**src/rtl/ysyx_22050612_lsu.sv**
```systemverilog
// Load/store unit: aligns byte/half/word/double accesses onto a 64-bit
// bus, splitting accesses that cross an 8-byte boundary into two beats.
// Ports:
//   clk, rst                     clock, synchronous active-high reset
//   req_valid/req_ready          request handshake from execute stage
//   req_wen/addr/wdata/size/signed   request fields, latched on accept
//   resp_valid/resp_rdata        one-cycle completion pulse and load data
//   mem_valid/mem_ready          bus handshake
//   mem_wen/addr/wdata/wmask     aligned bus request, lane-positioned
//   mem_rdata                    bus read data
module ysyx_22050612_lsu #(
    parameter int AW = 64
) (
    input  logic          clk,
    input  logic          rst,
    input  logic          req_valid,
    output logic          req_ready,
    input  logic          req_wen,
    input  logic [AW-1:0] req_addr,
    input  logic [63:0]   req_wdata,
    input  logic [1:0]    req_size,
    input  logic          req_signed,
    output logic          resp_valid,
    output logic [63:0]   resp_rdata,
    output logic          mem_valid,
    input  logic          mem_ready,
    output logic          mem_wen,
    output logic [AW-1:0] mem_addr,
    output logic [63:0]   mem_wdata,
    output logic [7:0]    mem_wmask,
    input  logic [63:0]   mem_rdata
);

    typedef enum logic [1:0] {
        IDLE  = 2'd0,
        BEAT0 = 2'd1,
        BEAT1 = 2'd2,
        RESP  = 2'd3
    } state_t;

    state_t        state;
    state_t        state_nx;

    logic [AW-1:0] r_addr;
    logic          r_wen;
    logic [63:0]   r_wdata;
    logic [1:0]    r_size;
    logic          r_signed;
    logic [63:0]   lo;
    logic [63:0]   hi;

    logic [2:0]    off;
    logic [5:0]    sh;
    logic [7:0]    bmask;
    logic [15:0]   mask16;
    logic [127:0]  wdata128;
    logic          split;
    logic [AW-1:0] base;
    logic          hs;
    logic [63:0]   rd;
    logic [63:0]   ext;

    assign off      = r_addr[2:0];
    assign sh       = {off, 3'b000};
    assign mask16   = {8'h00, bmask} << off;
    assign wdata128 = {64'h0, r_wdata} << sh;
    assign split    = |mask16[15:8];
    assign base     = {r_addr[AW-1:3], 3'b000};
    assign hs       = mem_valid && mem_ready;
    // The requested bytes start at lane 'off' of the two-beat window.
    assign rd       = 64'({hi, lo} >> sh);

    always_comb begin
        bmask = 8'hFF;
        ext   = rd;
        unique case (r_size)
            2'd0: begin
                bmask = 8'h01;
                ext   = {{56{r_signed & rd[7]}}, rd[7:0]};
            end
            2'd1: begin
                bmask = 8'h03;
                ext   = {{48{r_signed & rd[15]}}, rd[15:0]};
            end
            2'd2: begin
                bmask = 8'h0F;
                ext   = {{32{r_signed & rd[31]}}, rd[31:0]};
            end
            default: begin
                bmask = 8'hFF;
                ext   = rd;
            end
        endcase
    end

    always_ff @(posedge clk) begin
        if (rst) begin
            state    <= IDLE;
            r_addr   <= '0;
            r_wen    <= 1'b0;
            r_wdata  <= '0;
            r_size   <= '0;
            r_signed <= 1'b0;
            lo       <= '0;
            hi       <= '0;
        end else begin
            state <= state_nx;
            if (state == IDLE && req_valid) begin
                r_addr   <= req_addr;
                r_wen    <= req_wen;
                r_wdata  <= req_wdata;
                r_size   <= req_size;
                r_signed <= req_signed;
            end
            if (state == BEAT0 && hs) lo <= mem_rdata;
            if (state == BEAT1 && hs) hi <= mem_rdata;
        end
    end

    always_comb begin
        state_nx   = state;
        req_ready  = 1'b0;
        resp_valid = 1'b0;
        resp_rdata = '0;
        mem_valid  = 1'b0;
        mem_wen    = 1'b0;
        mem_addr   = '0;
        mem_wdata  = '0;
        mem_wmask  = '0;
        unique case (state)
            IDLE: begin
                req_ready = 1'b1;
                if (req_valid) state_nx = BEAT0;
            end
            BEAT0: begin
                mem_valid = 1'b1;
                mem_wen   = r_wen;
                mem_addr  = base;
                if (r_wen) begin
                    mem_wdata = wdata128[63:0];
                    mem_wmask = mask16[7:0];
                end
                if (hs) state_nx = split ? BEAT1 : RESP;
            end
            BEAT1: begin
                mem_valid = 1'b1;
                mem_wen   = r_wen;
                mem_addr  = base + AW'(8);
                if (r_wen) begin
                    mem_wdata = wdata128[127:64];
                    mem_wmask = mask16[15:8];
                end
                if (hs) state_nx = RESP;
            end
            RESP: begin
                resp_valid = 1'b1;
                resp_rdata = r_wen ? 64'h0 : ext;
                state_nx   = IDLE;
            end
            default: state_nx = IDLE;
        endcase
    end

endmodule
```
**config.mk**
```make
export PLATFORM = sky130hd
export DESIGN_NAME = ysyx_22050612_lsu
export DESIGN_NICKNAME = d
export VERILOG_FILES = /design/src/rtl/ysyx_22050612_lsu.sv
export SDC_FILE = /design/constraint.sdc
export NUM_CORES = 1
export LEC_CHECK = 0
export BUFFER_PORTS_ARGS = -buffer_cell sky130_fd_sc_hd__buf_2
export CORE_MARGIN = 3
export CORE_UTILIZATION = 40
export DETAILED_ROUTE_END_ITERATION = 8
export GPL_TIMING_DRIVEN = 0
export HOLD_SLACK_MARGIN = 0.02
export PLACE_DENSITY = 0.64
export SETUP_SLACK_MARGIN = 0.1
export SYNTH_ARGS = -nofsm -noshare
export SYNTH_HDL_FRONTEND = slang
export SYNTH_SLANG_ARGS = --single-unit
```
**constraint.sdc**
```tcl
create_clock -name clk -period 3.5 [get_ports clk]
set_input_delay 0.525 -clock clk [delete_from_list [all_inputs] [get_ports clk]]
set_output_delay 0.525 -clock clk [all_outputs]
set_load 0.01 [all_outputs]
```
==> impl_metrics.yaml <==
worst_setup_path:
  path_max_fanout: 10
  critPathLaunchType: "flop"
  cpMaxStageDelayCell: "dfxtp_1"
  cp.arrival_ns: 2.89
  critPathCaptureType: "output port"
  worstPathRequired_ns: 2.97
  crit_type: "flop to output port"
  path_cells: "buf_2, buf_4, buf_8, buf_4, buf_6, a31oi_1, a211o_1, a21oi_2, buf_2"
  max_stage_delay_ns: 0.32
cells_and_area:
  multi_input_area_um2: 11800
  fillers: 4290
  seq_area_um2: 5120
  drive_above_1_share_pct: 29.5
  nets: 3049
  syn2layout_area_growth_pct: 29.0
  final_core_util_pct: 52.8
  fin_cells: 3445
  final_cell_area_um2: 22400
cts:
  cts_root_buf: "clkbuf_16"
  cts_tree: "built"
  clock-sinks: 254
  cts_buffers: 29
  htree_levels: 1
  clk_pin_slew_ns: 0.06
  clock_path_buffers: 3
  insertion_delay_ns: 0.58
  cts_hold_buf: 0
die:
  pin_count: 404
  die_y_um: 214
  die_w_um: 214
  die_area_um2: 45900
  core_um2: 42400
  rows: 75
  start_util_pct: 40.9
synth:
  synth_top_family_by_area: "simple AND/OR/NAND/NOR gates"
  syn_inst: 2366
  synth_area_um2: 17400
  synth_xor_area_share_pct: 0
  ys_ff_latch: 254
  yosys.area_share.simple_pct: 26.3
  yosys_most_used_dff: "dfxtp_1"
  synth.distinct_cells: 72
  synth_seq_area_share_pct: 29.3
  synth_compound_area_share_pct: 21.2
  ys_warn_count: 0
  synth-edff-count: 0
  synth.area.mux_share_pct: 17.1
  avgSynthCellArea_um2: 7.34
  synth_adder_area_share_pct: 0.418
  async_reset_ff_share_pct: 0
global_route:
  met3_usage_pct: 8.81
  gr-usage-met2_pct: 57.4
  grt_pass1_wl_um: 131000
  antenna_found_initial: 3
  grt.busiest_layer: "met2"
  use_met1_pct: 52.0
  first_global_vias: 19700
  grt-ovfl-total: 0
  grt_max_degree: 15
  grtUsageTotal_pct: 37.5
place:
  place_hpwl_um: 71900
  dpl_cell_area_um2: 20100
  gp_congestion: 1.03
  numPortBuffers: 399
  dp.cells: 3344
  pre_cts_ws_ns: -0.246
timing:
  fin_crit_ns: 3.42
  rsz0062_at_grt: "yes"
  report.final.setup_viol: 0
  holdWs_ns: 0.172
  fmax_mhz: 292
  fin_ws_ns: 0.0802
  finalHoldViolations: 0
  clock_skew_ns: 0.0142
  tightest_slew_ns: 1.08
  slew_headroom_pct: 28.3
  finalMaxSlewViolations: 0
  fin_crit_sh_pct: 97.7
power:
  ir_drop_mv: 0.393
  p_per_area_nw_per_um2: 560
  p_leak_nw: 8.50
routing:
  routed_wl_um: 91400
  wire_per_inst_um: 26.5
  avgViaCountPerCell: 6.09
  ant_nets: 0
  drc: 0
  drt-initial-drc-count: 2694
  vias: 21000
  drtPass1Iterations: 6
hold_path:
  hold_path_class: "input port to flop"
flow_run:
  cap_viol_max_count: 0
status:
  status: "finished clean"
==> registers in the layout, summed over array words and instances (netlist names) <==
register	cells
lo	64
r_addr	64
r_wen	1
hi	56
r_size	2
state	2
r_signed	1
r_wdata	64
==> report_power, final <==
| part | internal (mW) | switching (mW) | total [mW] |
|---|---|---|---|
| sequential | 3.35 | 0.758 | 4.10 |
| combinational | 1.76 | 3.45 | 5.21 |
| clock | 1.90 | 1.32 | 3.22 |
| total | 7.00 | 5.53 | 12.5 |
==> repair_timing <==
| item | in CTS | in global routing |
|---|---|---|
| gates cloned | 0 | 4 |
| setup buffers | 22 | 20 |
| hold endpoints to repair | 0 | 0 |
| pin swaps | 10 | 18 |
| setup endpoints to repair | 194 | 175 |
| gates resized for setup | 183 | 121 |
==> critical path, delay by kind of cell (launching register included) <==
kind	cells	cell delay, ns
buffers and inverters	6	1.30
AO/OA/AOI/OAI	3	0.69
flip-flops	1	0.32
==> cells in the final DEF (no fill, tap or decap), drive strengths merged, types with 16 or more instances in the layout <==
master	Yosys	routed
nor2	117	117
nand2	742	742
buf	73	523
mux4	74	74
o21ai	58	58
nor4	16	16
mux2	35	35
dfxtp	254	254
nor2b	16	16
o22ai	17	17
nand4	29	29
o211ai	20	20
a22oi	42	42
a211oi	24	24
o2bb2ai	19	19
a31oi	41	41
mux2i	90	90
nand3	31	31
clkbuf	140	177
inv	19	19
and2	24	24
a21oi	354	354
or4	17	17
==> per-stage QoR <==
step	TNS [ns]	power, mW
after floorplan	0	6.82
after global placement	-5.06	8.71
after detailed placement	-4.40	8.75
after CTS	0	12.2
after global routing	0	13.0
final	0	12.5
==> final cells by class <==
type,instances,share of cell area [%]
clock inverters,12,0.699
multi-input cells,1879,52.7
clock buffers,42,3.77
flip-flops and latches,254,22.9
plain buffers,214,5.61
repair buffers,445,10.7
diodes,1,0.0112
well taps,577,3.23
inverters,21,0.402
==> layer usage <==
metal  share of wire, %  wire length [µm]  up-vias
li1                   -                 -     9339
met1                 42             38600    10100
met2                 43             39300     1322
met3                 11              9790      217
met4                4.1              3730        4
met5              0.028                26        -
==> final timing paths <==
| kind | from | endpoint | slack [ns] | depth (start not counted) |
|---|---|---|---|---|
| worst max-delay path | r_addr[1] | mem_wmask[2] | 0.08 | 9 |
| worst min-delay path | req_addr[31] | r_addr[31] | 0.17 | 3 |
| worst max register to register | state[0] | r_wdata[0] | 0.33 | 8 |
| worst min register to register | hi[55] | hi[55] | 0.46 | 2 |
==> cells in the mapped netlist, types with 6 or more instances <==
cell,count,area [µm²]
o211ai_1,20,150
inv_1,19,71.3
o31ai_1,11,82.6
nand2_1,742,2790
nand2b_1,11,68.8
or3_1,10,62.6
nand4_1,25,156
buf_4,10,75.1
nor4_1,10,62.6
nand3_1,27,135
nor2b_1,16,100
o21ai_0,58,290
a41oi_1,8,70.1
a31oi_1,41,257
mux2_2,35,394
nor3_1,11,55.1
or4_1,17,128
clkbuf_1,138,518
nor2_1,117,439
and3_1,6,37.5
buf_2,37,185
a21oi_1,354,1770
mux2i_1,90,901
o2bb2ai_1,19,166
a211oi_1,24,180
o22ai_1,17,106
mux4_2,74,1670
buf_1,24,90.1
a22oi_1,42,315
and2_1,22,138
dfxtp_1,254,5080
==> logic make-up after synthesis <==
kind of cell,after synthesis
AO/OA/AOI/OAI,625
adder cells (fa/ha/maj),6
buffers and inverters,235
flip-flops,254
multiplexers,199
other,1
AND/OR/NAND/NOR,1046
Note: power is estimated with default switching activity, not from simulation.
